===== src/rtl/metronome_pkg.sv =====
// Shared constants for the metronome tempo controller: display width,
// button FSM encoding and accumulator sizing helpers.
package metronome_pkg;

  // Tempo register width, sized for a three-digit display.
  localparam int BPM_W = 10;

  // Button hold/repeat FSM encoding.
  localparam logic [1:0] ST_IDLE   = 2'd0;
  localparam logic [1:0] ST_HOLD   = 2'd1;
  localparam logic [1:0] ST_REPEAT = 2'd2;

  // Beat threshold: one beat per minute's worth of clock cycles per BPM.
  function automatic longint thresh_of(input longint clk_hz);
    return 60 * clk_hz;
  endfunction

  // Accumulator holds acc < THRESH; acc + bpm must also fit, so leave
  // headroom for the largest displayable tempo.
  function automatic int acc_width(input longint clk_hz);
    return $clog2(thresh_of(clk_hz) + 64'd1024);
  endfunction

endpackage


===== src/rtl/metronome_tempo_ctrl_button_repeat.sv =====
// Button conditioner: rising-edge step plus hold-then-auto-repeat steps.
// step_o is combinational so the tempo register updates on the same edge
// that samples the button rise.
module button_repeat
  import metronome_pkg::*;
#(
  parameter int HOLD_CYCLES   = 25_000_000,
  parameter int REPEAT_CYCLES = 5_000_000
) (
  input  logic clk_i,
  input  logic rst_i,
  input  logic in_i,
  output logic step_o
);

  localparam int CNT_MAX = (HOLD_CYCLES > REPEAT_CYCLES) ? HOLD_CYCLES : REPEAT_CYCLES;
  localparam int CNT_W   = $clog2(CNT_MAX + 1);
  localparam logic [CNT_W-1:0] HOLD_LAST = CNT_W'(HOLD_CYCLES - 1);
  localparam logic [CNT_W-1:0] REP_LAST  = CNT_W'(REPEAT_CYCLES - 1);

  logic             prev;
  logic [1:0]       state;
  logic [CNT_W-1:0] cnt;
  logic             rise;
  logic             hold_done;
  logic             rep_done;

  assign rise      = in_i & ~prev;
  assign hold_done = in_i && (state == ST_HOLD)   && (cnt == HOLD_LAST);
  assign rep_done  = in_i && (state == ST_REPEAT) && (cnt == REP_LAST);
  assign step_o    = ((state == ST_IDLE) && rise) || hold_done || rep_done;

  // Edge history, hold/repeat state and cycle counter; release drops to IDLE.
  always_ff @(posedge clk_i) begin
    if (rst_i) begin
      prev  <= 1'b0;
      state <= ST_IDLE;
      cnt   <= '0;
    end else begin
      prev <= in_i;
      if (!in_i) begin
        state <= ST_IDLE;
        cnt   <= '0;
      end else begin
        case (state)
          ST_IDLE: if (rise) begin
            state <= ST_HOLD;
            cnt   <= '0;
          end
          ST_HOLD: if (hold_done) begin
            state <= ST_REPEAT;
            cnt   <= '0;
          end else begin
            cnt <= cnt + 1'b1;
          end
          ST_REPEAT: if (rep_done) cnt <= '0;
                     else          cnt <= cnt + 1'b1;
          default: begin
            state <= ST_IDLE;
            cnt   <= '0;
          end
        endcase
      end
    end
  end

endmodule


===== src/rtl/metronome_tempo_ctrl.sv =====
// Metronome tempo controller: saturating BPM setting from inc/dec buttons
// with auto-repeat, run/stop toggle, and a divider-free phase accumulator
// that emits beats at the exact average tempo with a per-bar accent.
module metronome_tempo_ctrl
  import metronome_pkg::*;
#(
  parameter int CLK_HZ        = 50_000_000,
  parameter int BPM_MIN       = 30,
  parameter int BPM_MAX       = 300,
  parameter int BPM_DEFAULT   = 120,
  parameter int BEATS_PER_BAR = 4,
  parameter int HOLD_CYCLES   = CLK_HZ / 2,
  parameter int REPEAT_CYCLES = CLK_HZ / 10,
  parameter int LED_CYCLES    = CLK_HZ / 20
) (
  input  logic                             clk_i,
  input  logic                             rst_i,
  input  logic                             inc_i,
  input  logic                             dec_i,
  input  logic                             run_i,
  output logic [BPM_W-1:0]                 bpm_o,
  output logic                             running_o,
  output logic                             beat_o,
  output logic                             accent_o,
  output logic [$clog2(BEATS_PER_BAR)-1:0] beat_idx_o,
  output logic                             led_o
);

  localparam int                ACC_W  = acc_width(CLK_HZ);
  localparam logic [ACC_W-1:0]  THRESH = ACC_W'(thresh_of(CLK_HZ));
  localparam int                IDX_W  = $clog2(BEATS_PER_BAR);
  localparam int                LED_W  = $clog2(LED_CYCLES + 1);

  logic             inc_step;
  logic             dec_step;
  logic             run_prev;
  logic             run_rise;
  logic [BPM_W-1:0] bpm;
  logic             running;
  logic             start_pend;
  logic [ACC_W-1:0] acc;
  logic [ACC_W-1:0] acc_sum;
  logic             acc_wrap;
  logic             beat_next;
  logic [IDX_W-1:0] idx;
  logic [IDX_W-1:0] idx_next;
  logic             beat;
  logic             accent;
  logic [LED_W-1:0] led_cnt;

  button_repeat #(.HOLD_CYCLES(HOLD_CYCLES), .REPEAT_CYCLES(REPEAT_CYCLES)) u_inc (
    .clk_i (clk_i),
    .rst_i (rst_i),
    .in_i  (inc_i),
    .step_o(inc_step)
  );

  button_repeat #(.HOLD_CYCLES(HOLD_CYCLES), .REPEAT_CYCLES(REPEAT_CYCLES)) u_dec (
    .clk_i (clk_i),
    .rst_i (rst_i),
    .in_i  (dec_i),
    .step_o(dec_step)
  );

  assign run_rise = run_i & ~run_prev;
  assign acc_sum  = acc + ACC_W'(bpm);
  assign acc_wrap = acc_sum >= THRESH;
  assign idx_next = (idx == IDX_W'(BEATS_PER_BAR - 1)) ? '0 : idx + 1'b1;
  // A run toggle on this edge suppresses any beat; otherwise either the
  // pending downbeat or an accumulator wrap produces one.
  assign beat_next = !run_rise && (start_pend || (running && acc_wrap));

  // Tempo setting: single steps saturate; opposing steps cancel.
  always_ff @(posedge clk_i) begin
    if (rst_i) begin
      bpm <= BPM_W'(BPM_DEFAULT);
    end else if (inc_step && !dec_step && (bpm < BPM_W'(BPM_MAX))) begin
      bpm <= bpm + 1'b1;
    end else if (dec_step && !inc_step && (bpm > BPM_W'(BPM_MIN))) begin
      bpm <= bpm - 1'b1;
    end
  end

  // Run toggle, downbeat on start, and the phase accumulator beat engine.
  always_ff @(posedge clk_i) begin
    if (rst_i) begin
      run_prev   <= 1'b0;
      running    <= 1'b0;
      start_pend <= 1'b0;
      acc        <= '0;
      idx        <= '0;
      beat       <= 1'b0;
      accent     <= 1'b0;
    end else begin
      run_prev <= run_i;
      beat     <= beat_next;
      accent   <= 1'b0;
      if (run_rise) begin
        running    <= ~running;
        start_pend <= ~running;
        acc        <= '0;
        idx        <= '0;
      end else if (start_pend) begin
        start_pend <= 1'b0;
        acc        <= '0;
        idx        <= '0;
        accent     <= 1'b1;
      end else if (running) begin
        if (acc_wrap) begin
          acc    <= acc_sum - THRESH;
          idx    <= idx_next;
          accent <= (idx_next == '0);
        end else begin
          acc <= acc_sum;
        end
      end
    end
  end

  // LED stretch: each beat reloads the counter; LED is lit while nonzero.
  always_ff @(posedge clk_i) begin
    if (rst_i)               led_cnt <= '0;
    else if (beat_next)      led_cnt <= LED_W'(LED_CYCLES);
    else if (led_cnt != '0)  led_cnt <= led_cnt - 1'b1;
  end

  assign bpm_o      = bpm;
  assign running_o  = running;
  assign beat_o     = beat;
  assign accent_o   = accent;
  assign beat_idx_o = idx;
  assign led_o      = (led_cnt != '0);

endmodule


===== config.mk =====
export PLATFORM = sky130hd
export DESIGN_NAME = metronome_tempo_ctrl
export DESIGN_NICKNAME = d
export VERILOG_FILES = /design/src/rtl/metronome_pkg.sv /design/src/rtl/metronome_tempo_ctrl_button_repeat.sv /design/src/rtl/metronome_tempo_ctrl.sv
export SDC_FILE = /design/constraint.sdc
export NUM_CORES = 1
export LEC_CHECK = 0
export CAP_MARGIN = 20
export CORE_MARGIN = 2
export CORE_UTILIZATION = 56
export DETAILED_ROUTE_END_ITERATION = 12
export PLACE_DENSITY = 0.73
export SKIP_LAST_GASP = 1
export SYNTH_ARGS = -nofsm -noshare
export SYNTH_HDL_FRONTEND = slang
export SYNTH_HIERARCHICAL = 1
export SYNTH_SLANG_ARGS = --single-unit

===== constraint.sdc =====
create_clock -name clk_i -period 4.6 [get_ports clk_i]
set_input_delay 0.69 -clock clk_i [delete_from_list [all_inputs] [get_ports clk_i]]
set_output_delay 0.69 -clock clk_i [all_outputs]
set_load 0.01 [all_outputs]

# Word level (Yosys, flattened, before mapping)
# Cells that the tools add are included.
[op_classes] addsub=8 eq_ne=13 n_bitwise=12 muxes=23 n_reduce_logical=39 magnitude_cmp=3
[ops] op="$mux W25" count=6
[ops] op="$pmux W25 S3" count=2
[ops] op="$add A25 B1 Y25 const B" count=2
[ops] op="$eq A25 B23 Y1 const B" count=2
[ops] op="$eq A25 B25 Y1 const B" count=2
[ops] op="$mux W22" count=2
[ops] op="$add A32 B10 Y32" count=1
[ops] op="$ge A32 B32 Y1 const B" count=1
[ops] op="$mux W32" count=1
[ops] op="$sub A32 B32 Y32 const B" count=1
[ops] op="$reduce_bool A22 Y1" count=1
[ops] op="$sub A22 B1 Y22 const B" count=1
[ops] op="$mux W10" count=2
[ops] op="$logic_and A1 B1 Y1" count=16
[ops] op="$pmux W2 S3" count=2
[ops] op="$add A10 B1 Y10 const B" count=1
[ops] op="$gt A10 B5 Y1 const B" count=1
[ops] op="$lt A10 B9 Y1 const B" count=1
[ops] op="$mux W2" count=5
[ops] op="$reduce_or A2 Y1" count=5
[ops] op="$sub A10 B1 Y10 const B" count=1
[ops] op="$not A1 Y1" count=9
[ops] op="$ne A2 B1 Y1 const B" count=4
[ops] op="$eq A2 B2 Y1 const B" count=3
[ops] op="11 further kinds" count=26
[totals] inputBits=5 word_cells=114 output_inout_bits=16 reg_bits=127

# Logic depth before layout (Yosys ltp)
[logic_depth] word_depth=10 mapped_depth=23 ltp_nobuf=23

# By module
# The synthesis kept the hierarchy.
[modules_own_cells] module="metronome_tempo_ctrl" cells_each=643 seq_area_each_um2=1421.4 area_each_um2=5175.0 instances=1
[modules_own_cells] module="button_repeat" cells_each=213 seq_area_each_um2=560.5 area_each_um2=1740.4 instances=2

# Worst setup path after synthesis
# Ideal clock, no wire load.
[synth_timing] path_type="register to register" from="reg bpm[0], in the netlist bpm_o[0]" to="reg acc[23]" setup_time_ps=72 required_ps=4528 synth_period_minus_slack_ps=4241 n_path_buf=1 t_arrival_ps=4169 path_slack_ps=359 path_stages_with_launch=18 path_cell_list="dfxtp_1 -> ha_1 -> fa_1 -> a21o_1 -> a221o_1 -> a21oi_4 -> buf_6 -> xnor2_1 -> ha_1 -> and3b_1 -> a41oi_1 -> a32oi_1 -> o21ai_0 -> a21o_1 -> nand2b_1 -> a41o_1 -> a211oi_1 -> mux2i_1"
[synth_via] elab_chain_cells=3 elab_cells_between_ends=4 classes_between="add/sub (2); order compare (1); mux (1)"
[synth_rtl] element="start, declared" line_no="metronome_tempo_ctrl.sv:38" text="logic [BPM_W-1:0] bpm;"
[synth_rtl] element="start signal, assigned" line_no="metronome_tempo_ctrl.sv:76" text="bpm <= BPM_W'(BPM_DEFAULT);"
[synth_rtl] element="start signal, assigned" line_no="metronome_tempo_ctrl.sv:78" text="bpm <= bpm + 1'b1;"
[synth_rtl] element="start signal, assigned" line_no="metronome_tempo_ctrl.sv:80" text="bpm <= bpm - 1'b1;"
[synth_rtl] element="$add A32 B10 Y32 *" line_no="metronome_tempo_ctrl.sv:66" text="assign acc_sum = acc + ACC_W'(bpm);"
[synth_rtl] element="$sub A32 B32 Y32 / $ge A32 B32 Y1 (equally long branches)" line_no="metronome_tempo_ctrl.sv:110, metronome_tempo_ctrl.sv:67"
[synth_rtl] element="$mux W32 *" line_no="metronome_tempo_ctrl.sv:109" text="if (acc_wrap) begin"
[synth_rtl] element="end signal, assigned" line_no="metronome_tempo_ctrl.sv:110" text="acc <= acc_sum - THRESH;"
[synth_rtl] element="end signal, assigned" line_no="metronome_tempo_ctrl.sv:114" text="acc <= acc_sum;"
[synth_rtl] element="end, declared" line_no="metronome_tempo_ctrl.sv:41" text="logic [ACC_W-1:0] acc;"
# Mark *: on every way between the ends. The rest lies on a longest branch, timed or not.
# A chain may end at the register's enable or synchronous reset.

# Worst setup path in the final report
[layout_timing] from="reg bpm[8], in the netlist bpm_o[8]" to="reg acc[18]"
# The elaborated chain is that of the path after synthesis.

==> out/results.md <==
| Quantity | Reported | Unit |
|---|---|---|
| Clk buf depth | 2 | - |
| Diode insertion count for antenna repair | 0 | - |
| Antenna-violating nets left | 0 | - |
| YS warnings | 6 | - |
| Filler instances | 1309 | - |
| WS Path Type | reg -> reg | - |
| Number of top-level design ports | 21 | - |
| Post-Synthesis Cells | 1069 | - |
| Die ar. | 16500 | um^2 |
| Leading cell types in the layout, fill and taps excluded | 127 x dfxtp_1, 110 x nand2_1, 101 x nor2_1 | - |
| Total global routing track utilization | 26.6 | % |
| Destination of the worst hold path | start_pend | - |
| Number of iterations in the first detailed-routing pass | 5 | - |
| Max-slew violation count | 0 | - |
| Clock Skew | 0.0109 | ns |
| Transition time of the tightest slew-check pin | 0.941 | ns |
| # clock sinks | 127 | - |
| Initial antenna violation count | 0 | - |
| CTS tree | built | - |
| CP required | 4.96 | ns |
| Async SR Flop Fraction | 0 | % |
| Initial core utilization | 57.1 | % |
| Crit Path Max Fanout | 15 | - |
| Total grt overflow | 0 | - |
| Horiz. Die Dim | 128 | um |
| Endpoint class of the critical path | flip-flop | - |
| Area added between synthesis and finish | 11.2 | % |
| Capture instance of the worst register-to-register path | acc[18] | - |
| Critical path startpoint category | flip-flop | - |
| Initial detailed-routing violation count | 646 | - |
| Most common flop cell mapped by yosys | dfxtp_1 | - |
| Floorplan Core Area | 15100 | um^2 |
| Number of buffers inserted by hold repair at cts | 0 | - |
| Path category of the worst min-delay check | reg -> reg | - |
| Number of hold-slack violations in the final timing report | 0 | - |
| H-tree depth reported by CTS | 4 | - |
| Average instance area after synthesis | 8.10 | um^2 |
| Unrepaired setup endpoints after global routing | no | - |
| Worst rel slew slack | 37.0 | % |
| Worst reg2reg path depth | 12 | - |
| Count of flip-flops with a built-in enable after synthesis | 0 | - |
| Detailed Route WL | 21400 | um |
| Total via count after detailed routing | 8069 | - |
| Result of the run | finished clean | - |
| Worst-case vdd ir drop | 0.000303 | V |
| Syn_nets | 1107 | - |
| Final min period | 4.28 | ns |
| Final setup viols | 0 | - |
| Sequential share of the synthesized area | 29.4 | % |
| Hold path start | run_prev | - |
| Final cell area excluding filler cells | 9630 | um^2 |
| Distinct cell type count of the synthesized netlist | 95 | - |
| Pwr Density | 410 | nW/um^2 |
| Wire per inst | 16.7 | um |
| Depth of the worst hold-timing path | 1 | - |
| Final core utilization | 63.6 | % |
| RePlAce Congestion | 0.938 | - |
| # port buffers | 20 | - |
| Post-DP Area | 9010 | um^2 |
| Worst reg2reg path startpoint | bpm_o[8] | - |
| Pin count of the biggest net entering global routing | 42 | - |
| R2R Setup Slk | 0.32 | ns |
| Share of the clock period used by the worst path | 93.1 | % |
| Via/cell ratio | 6.29 | - |
| Cell area after technology mapping | 8660 | um^2 |
| Later-pin clock latency in the skew report | 0.43 | ns |
| Commonest non-fill, non-tap cell in the layout | dfxtp_1 | - |
| Leakage power total | 3.54 | nW |
| Highest Clock Rate | 234 | MHz |
| Clock transition at the registers of the reported paths | 0.06 | ns |
| Number of global-route vias before repair | 7290 | - |
| Post-route DRC violation count | 0 | - |
| Setup TNS | 0 | ns |
| Number of resized instances in the post-cts repair step | 0 | - |
| Global-route wire length before repair | 35500 | um |
| Vertical extent of the die | 128 | um |
| Post-DP HPWL | 14700 | um |
| Max Cap Violations | 0 | - |
| Number of CTS-inserted buffers | 17 | - |
| Count of standard-cell rows | 45 | - |
| Nets | 1120 | - |
| Fraction of layout instances using a drive strength above 1 | 9.60 | % |
| Synth Register Bits | 127 | - |
| Worst EP arrival | 4.64 | ns |
| Buffers inserted by post-CTS timing repair | 0 | - |
| Clock tree root buffer cell | clkbuf_16 | - |
## sequential cells by signal (all words and copies together) (netlist names)
register	cells
acc	32
u_dec/cnt	25
u_inc/cnt	25
led_cnt	22
bpm_o	10
beat_idx_o	2
u_dec/state	2
u_inc/state	2
accent_o	1
beat_o	1
run_prev	1
running_o	1
start_pend	1
u_dec/prev	1
u_inc/prev	1
## power by group
group | switching, mW | internal (mW) | leakage [nW]
sequential | 0.130 | 1.23 | 1.03
clock | 0.525 | 0.901 | 0.283
combinational | 0.616 | 0.543 | 2.23
total | 1.27 | 2.67 | 3.54
## cell usage after synthesis (6+ instances only)
library cell | n | area (um^2)
and4_1 | 13 | 114
a211o_1 | 8 | 70.1
or3_1 | 12 | 75.1
o21ai_0 | 39 | 195
a21oi_1 | 71 | 355
buf_2 | 15 | 75.1
o31ai_1 | 9 | 67.6
o22ai_1 | 6 | 37.5
ha_1 | 31 | 388
o21bai_1 | 8 | 60.1
o21a_1 | 7 | 52.6
clkbuf_1 | 24 | 90.1
nor2b_1 | 10 | 62.6
nand3_1 | 40 | 200
o211ai_1 | 6 | 45.0
or4_1 | 8 | 60.1
nor4_1 | 12 | 75.1
mux2i_1 | 33 | 330
o21ai_1 | 15 | 75.1
dfxtp_1 | 127 | 2540
xor2_1 | 15 | 131
and3b_1 | 9 | 78.8
nand2_1 | 110 | 413
nor2_1 | 101 | 379
and2_1 | 13 | 81.3
a31o_2 | 7 | 61.3
and3_1 | 19 | 119
a31oi_1 | 14 | 87.6
inv_1 | 26 | 97.6
a21o_1 | 20 | 150
nand4_1 | 34 | 213
xnor2_1 | 43 | 377
nor3_1 | 23 | 115
a22o_1 | 14 | 123
nand2b_1 | 11 | 68.8
## worst max-delay path by stage
stage	startpoint	to	slack, ns	cells past startpoint
floorplan	bpm_o[0]	acc[23]	0.36	17
global placement	dec_i	bpm_o[9]	0.27	21
detailed placement	dec_i	bpm_o[9]	0.19	21
CTS	bpm_o[8]	acc[19]	0.26	12
global route	bpm_o[8]	acc[19]	0.08	12
finish	bpm_o[8]	acc[18]	0.32	12
## final cells by class
cell class	instances	area (um^2)	share of cell area, %
Clock inverter	14	193	2.00
Timing Repair Buffer	45	388	4.03
Tap cell	188	235	2.44
Sequential cell	127	2540	26.4
Multi-Input combinational cell	864	5740	59.6
Clock buffer	17	425	4.42
Inverter	27	101	1.05
## per-stage QoR
stage	hold WS [ns]	std cells	power, mW	setup slack [ns]
finish	0.453	1282	3.94	0.318
global route	0.470	1282	4.19	0.0818
CTS	0.457	1282	3.96	0.260
detailed placement	0.428	1251	2.52	0.187
global placement	0.424	1251	2.50	0.266
floorplan	0.397	1069	2.23	0.359
## cells by family (layout without fill, tap and decap cells)
| family | after synthesis | count (layout) | synth area share, % |
|---|---|---|---|
| and+or+nand+nor | 458 | 458 | 28.2 |
| AOI/OAI and AO/OA | 279 | 279 | 22.9 |
| DFF | 127 | 127 | 29.4 |
| buffers and inverters | 78 | 103 | 4.47 |
| xor gates and xnor gates | 59 | 59 | 6.06 |
| muxes | 35 | 35 | 4.08 |
| adders and majority gates | 33 | 33 | 4.94 |
## per-layer routing
| metal | vias to the layer above | GRT usage (%) | routed length, um |
|---|---|---|---|
| met5 | - | 0 | 0 |
| met4 | 0 | 9.44 | 402 |
| met3 | 39 | 5.72 | 1140 |
| met2 | 257 | 43.1 | 9770 |
| met1 | 3790 | 35.0 | 10000 |
| li1 | 3983 | - | - |
## critical path: stages (launching register included)
cell and delay (ns):
dfxtp_1 0.37, ha_1 0.41, and4_1 0.40, nand2_1 0.11
a21o_1 0.34, a2111oi_4 0.46, mux2_2 0.40, o211ai_2 0.21
a22oi_1 0.16, a211o_2 0.46, or4_1 0.56, a21o_1 0.20
a21oi_1 0.13
(Power assumes the default switching activity.)
